[src/rtl/if_fetch_unit.sv]
// Instruction-fetch stage: owns the fetch PC and issues imem requests.
// Buffers fetched words in a small queue and presents the head {inst, PC+4} to IF/ID.
module if_fetch_unit #(
  parameter logic [31:0] RESET_PC = 32'h0000_0000,
  parameter int unsigned QDEPTH   = 2
) (
  input  logic        clk,
  input  logic        rst,
  output logic        imem_req,
  output logic [31:0] imem_addr,
  input  logic        imem_ack,
  input  logic [31:0] imem_rdata,
  input  logic        ld,
  input  logic        redirect,
  input  logic [31:0] redirect_pc,
  output logic [31:0] inst_out,
  output logic [31:0] pc4_out,
  output logic        valid_out
);

  localparam int unsigned PW = (QDEPTH > 1) ? $clog2(QDEPTH) : 1;
  localparam int unsigned CW = $clog2(QDEPTH + 1);

  typedef enum logic [1:0] {IDLE, REQ, DROP} state_t;

  state_t        state;
  logic [31:0]   fpc;
  logic [31:0]   inst_q [QDEPTH];
  logic [31:0]   pc4_q  [QDEPTH];
  logic [PW-1:0] rd_ptr;
  logic [PW-1:0] wr_ptr;
  logic [CW-1:0] count;

  logic [31:0]   fpc4;
  logic          push;
  logic          pop;
  logic          head_new;
  logic [CW-1:0] count_n;
  logic [PW-1:0] rd_ptr_n;
  logic [PW-1:0] wr_ptr_n;

  // Queue bookkeeping; a redirect flushes everything and suppresses the pop.
  always_comb begin
    fpc4     = fpc + 32'd4;
    push     = (state == REQ) && imem_ack && !redirect;
    pop      = ld && valid_out && !redirect;
    head_new = push && (count == CW'(pop));
    count_n  = count + CW'(push) - CW'(pop);
    rd_ptr_n = rd_ptr + PW'(pop);
    wr_ptr_n = wr_ptr + PW'(push);
    if (redirect) begin
      count_n  = '0;
      rd_ptr_n = '0;
      wr_ptr_n = '0;
    end
  end

  always_ff @(posedge clk) begin
    if (rst) begin
      state     <= IDLE;
      fpc       <= RESET_PC;
      rd_ptr    <= '0;
      wr_ptr    <= '0;
      count     <= '0;
      imem_req  <= 1'b0;
      imem_addr <= RESET_PC;
      valid_out <= 1'b0;
      inst_out  <= 32'h0;
      pc4_out   <= 32'h0;
    end else begin
      count  <= count_n;
      rd_ptr <= rd_ptr_n;
      wr_ptr <= wr_ptr_n;
      if (push) begin
        inst_q[wr_ptr] <= imem_rdata;
        pc4_q[wr_ptr]  <= fpc4;
      end

      // Outputs mirror the post-update head; a word pushed into an empty queue bypasses the array.
      valid_out <= (count_n != '0);
      if (count_n == '0) begin
        inst_out <= 32'h0;
        pc4_out  <= 32'h0;
      end else if (head_new) begin
        inst_out <= imem_rdata;
        pc4_out  <= fpc4;
      end else begin
        inst_out <= inst_q[rd_ptr_n];
        pc4_out  <= pc4_q[rd_ptr_n];
      end

      case (state)
        IDLE: begin
          if (redirect) begin
            fpc       <= redirect_pc;
            imem_addr <= redirect_pc;
            imem_req  <= 1'b0;
          end else if (count < CW'(QDEPTH)) begin
            state     <= REQ;
            imem_req  <= 1'b1;
            imem_addr <= fpc;
          end else begin
            imem_req  <= 1'b0;
            imem_addr <= fpc;
          end
        end
        REQ: begin
          if (redirect) begin
            fpc <= redirect_pc;
            if (imem_ack) begin
              state     <= IDLE;
              imem_req  <= 1'b0;
              imem_addr <= redirect_pc;
            end else begin
              // Stale request stays on the bus until memory answers it.
              state <= DROP;
            end
          end else if (imem_ack) begin
            fpc       <= fpc4;
            imem_addr <= fpc4;
            if (count_n < CW'(QDEPTH)) begin
              imem_req <= 1'b1;
            end else begin
              state    <= IDLE;
              imem_req <= 1'b0;
            end
          end
        end
        DROP: begin
          if (redirect) begin
            fpc <= redirect_pc;
          end
          if (imem_ack) begin
            state     <= IDLE;
            imem_req  <= 1'b0;
            imem_addr <= redirect ? redirect_pc : fpc;
          end
        end
        default: begin
          state    <= IDLE;
          imem_req <= 1'b0;
        end
      endcase
    end
  end

endmodule

[config.mk]
export PLATFORM = sky130hd
export DESIGN_NAME = if_fetch_unit
export DESIGN_NICKNAME = d
export VERILOG_FILES = /design/src/rtl/if_fetch_unit.sv
export SDC_FILE = /design/constraint.sdc
export NUM_CORES = 1
export LEC_CHECK = 0
export ABC_AREA = 1
export BUFFER_PORTS_ARGS = -buffer_cell sky130_fd_sc_hd__buf_4
export CAP_MARGIN = 25
export CORE_MARGIN = 1.5
export CORE_UTILIZATION = 60
export CTS_CLUSTER_DIAMETER = 120
export DETAILED_ROUTE_END_ITERATION = 6
export PLACE_DENSITY = 0.8
export SYNTH_ARGS = -nofsm -noshare
export SYNTH_HDL_FRONTEND = slang
export SYNTH_SLANG_ARGS = --single-unit
[constraint.sdc]
create_clock -name clk -period 15.25 [get_ports clk]
set_clock_uncertainty 0.05 [all_clocks]
set_input_delay 0.7625 -clock clk [delete_from_list [all_inputs] [get_ports clk]]
set_output_delay 0.7625 -clock clk [all_outputs]
set_load 0.01 [all_outputs]
==> flow_summary_export.csv <==
group,metric,value,unit
worst_hold_path,hold_start,"imem_rdata[7]",
detailed_routing,viasPerCell,5.55,
synthesis,ys_warn_count,0,
timing,post-route-period-util,0.233,
cts,ctsHoldBuffers,0,
detailed_routing,vias,8658,
worst_setup_path,crit_type,"primary input to flip-flop",
cts,clock_latency,0.54,ns
placed_design,place_congestion,0.858,
power,p_int,0.00125,W
timing,worst_pin_slew,0.936,ns
power,p_clk_frac,0.425,
timing,finalSetupViolCount,0,
global_routing,grt_overflow,0,
placed_design,placed_cells,1510,
job,drv_cap,0,
synthesis,synth_area_per_cell,9.66,um^2
worst_setup_path,arrival,3.96,ns
worst_setup_path,worstReg2RegStart,"state[0]",
detailed_routing,drtAntennaViolNets,0,
timing,grt_setup_unrepaired,"no",
cts,post_cts_resized,0,
global_routing,grt_max_degree,118,
global_routing,antenna_found_initial,0,
worst_hold_path,hold_depth,1,
synthesis,yosysMostFrequentCell,"nand2_1",
synthesis,yosys.area.top_type,"edfxtp_1",
finish,instances_no_fill,1561,
finish,final_util,0.727,
synthesis,syn_nets,1242,
detailed_routing,wl_per_cell,16.1,um
power,irDropWorstVdd,0.0790,mV
finish,area_growth_syn_to_layout,19.5,%
worst_hold_path,hold_end,"inst_q[1][7]",
global_routing,grt_usage,0.255,
cts,htreeDepth,1,
run_status,outcome,"completed",
synthesis,synth_area,11300,um^2
synthesis,async_flop_share,0,
floorplan,start_util,0.608,
worst_setup_path,r2r_cells,13,
detailed_routing,wirelength,25.2,mm
cts,post-cts-setup-buffers,0,
worst_setup_path,crit_path_end_kind,"flip-flop",
placed_design,hpwl,16.0,mm
timing,min_period,3.55,ns
floorplan,chipWidth,140,um
power,power_frac_seq,0.483,
power,powerDensity,121,nW/um^2
synthesis,synth_top_cell_area_share,0.340,
synthesis,synth.area.top_cells,"edfxtp_1 (34%), dfxtp_1 (24%), nand2_1 (8.5%)",
finish,antenna_cells,0,
worst_setup_path,cp_max_fo,58,
placed_design,io_buffers,166,
power,p_switching,0.000380,W
timing,fin_ws,11.70,ns
cts,cts_buffers,27,
floorplan,die-area,19700,um^2
floorplan,die_h,140,um
power,power,0.00163,W
synthesis,synth_ff_type,"dfxtp_1",
detailed_routing,dr.pass1.iters,5,
timing,finalHoldViolations,0,
worst_setup_path,timing.rr.end,"inst_out[22]",
worst_setup_path,r2r_setup_slack,11.98,ns
placed_design,place_ws,11.20,ns
floorplan,rows,50,
synthesis,yosys_register_bits,264,
synthesis,syn_inst,1170,
synthesis,synthTopCellsByCount,"nand2_1 (257), dfxtp_1 (136), edfxtp_1 (128)",
worst_setup_path,cp.required,15.66,ns
floorplan,core_region_area,18600,um^2
power,p_comb_frac,0.091,
cts,clockBufferDepth,3,
power,leakage,5.78,nW
cts,root_buffer,"clkbuf_16",
global_routing,grt_pass1_wl,40.4,mm
detailed_routing,drcViolationCount,0,
synthesis,ys_types,40,
power,p_sw_frac,0.232,
synthesis,synth_edf_count,128,
timing,drv_slew,0,
finish,layout.nets,1378,
cts,path_clk_slew,0.06,ns
global_routing,grt_pass1_vias,7991,
finish,drive_gt1_frac,0.204,
timing,relSlewSlack,0.375,
timing,fmax,0.281,GHz
worst_hold_path,hold_class,"primary input to flip-flop",
worst_setup_path,start_kind,"primary input",
timing,fin_setup_tns,0,ns
detailed_routing,drt_iter0_markers,835,
cts,cts.sinks,264,
synthesis,ys_seq_area_frac,0.581,
cts,cts_tree,"yes",
floorplan,pin_count,167,
## worst max-delay path by stage
stage                   from      endpoint  slack [ns]
floorplan           redirect  inst_q[0][0]        9.10
global placement    redirect  inst_out[29]       11.35
detailed placement  redirect   inst_out[8]       11.20
CTS                 redirect  inst_out[22]       11.69
global route        redirect   pc4_out[15]       11.40
finish              redirect  inst_out[22]       11.70
## stage by stage
| stage | hold slack, ns | instance area [um^2] |
|---|---|---|
| 2_1_floorplan | 0.392 | 11300 |
| 3_3_place_gp | 0.422 | 12500 |
| 3_5_place_dp | 0.422 | 12500 |
| 4_1_cts | 0.348 | 13500 |
| 5_1_grt | 0.359 | 13500 |
| 6_report | 0.365 | 13500 |
## flip-flops by register name, indices dropped and copies added, names as in the netlist
name       flops
count          2
pc4_out       32
valid_out      1
imem_req       1
state          2
wr_ptr         1
fpc           32
rd_ptr         1
inst_out      32
pc4_q         64
imem_addr     32
inst_q        64
## routing by layer
layer  up-vias  wire length [um]  track usage
li1       4306                 -            -
met1      3953             11300        0.372
met2       365             11200        0.398
met3        34              2100       0.0434
met4         0               519       0.0665
met5         -                 0            0
## layout make-up
type	instances	area [um^2]
clock inverter	15	208
inverter	59	224
sequential	264	6570
tap	234	293
timing repair buffer	175	1330
fill	1335	5080
clock buffer	35	738
multi-input combinational	779	4140
## critical path: stages
cell     delay, ns
buf_4         0.43
inv_2         0.53
nand3_2       0.21
inv_1         0.06
ha_1          0.27
inv_1         0.04
ha_1          0.18
xnor2_1       0.17
nand2_1       0.15
a21oi_4       0.18
buf_4         0.51
o21ai_0       0.24
a21oi_1       0.17
## power groups by stage
stage	clock network [W]	logic, W	registers, W
3_3_place_gp	0	0.000143	0.000804
2_1_floorplan	0	0.0000878	0.000805
3_5_place_dp	0	0.000147	0.000804
5_1_grt	0.000732	0.000167	0.000792
4_1_cts	0.000707	0.000148	0.000789
6_report	0.000695	0.000149	0.000790
## cells in the final DEF (no fill, tap or decap), types with 2 or more instances in the layout
master,Yosys,layout
nor3_2,0,2
inv_2,2,3
nor2_2,6,6
clkinv_2,0,8
mux2i_1,41,41
dfxtp_1,136,136
buf_4,5,174
ha_1,3,3
nor2_1,47,47
xnor2_1,6,6
o21ai_0,120,120
o211ai_1,20,20
nor2_4,8,8
inv_1,54,54
a31oi_1,2,2
o21ai_2,2,2
nand3_1,99,98
a21oi_2,4,3
edfxtp_1,128,128
bufinv_16,0,5
xor2_2,8,8
nand2_1,257,257
a211oi_1,2,2
clkbuf_16,0,28
and2_1,2,2
xor2_1,4,4
clkbuf_1,22,5
a21boi_0,3,3
a21oi_1,114,114
o211a_1,7,7
nand3b_1,5,5
nand2_2,13,13
## cell families (layout without fill, tap and decap cells)
| kind of cell | count (synthesis) | after routing | synth area share |
|---|---|---|---|
| AO/OA/AOI/OAI | 275 | 275 | 0.133 |
| XOR/XNOR | 18 | 18 | 0.0193 |
| adder cells (fa/ha/maj) | 3 | 3 | 0.00332 |
| buffers and inverters | 127 | 284 | 0.0553 |
| flip-flops | 264 | 264 | 0.581 |
| multiplexers | 41 | 41 | 0.0363 |
| AND/OR/NAND/NOR | 442 | 442 | 0.172 |
Power figures use the tool's default switching activity.
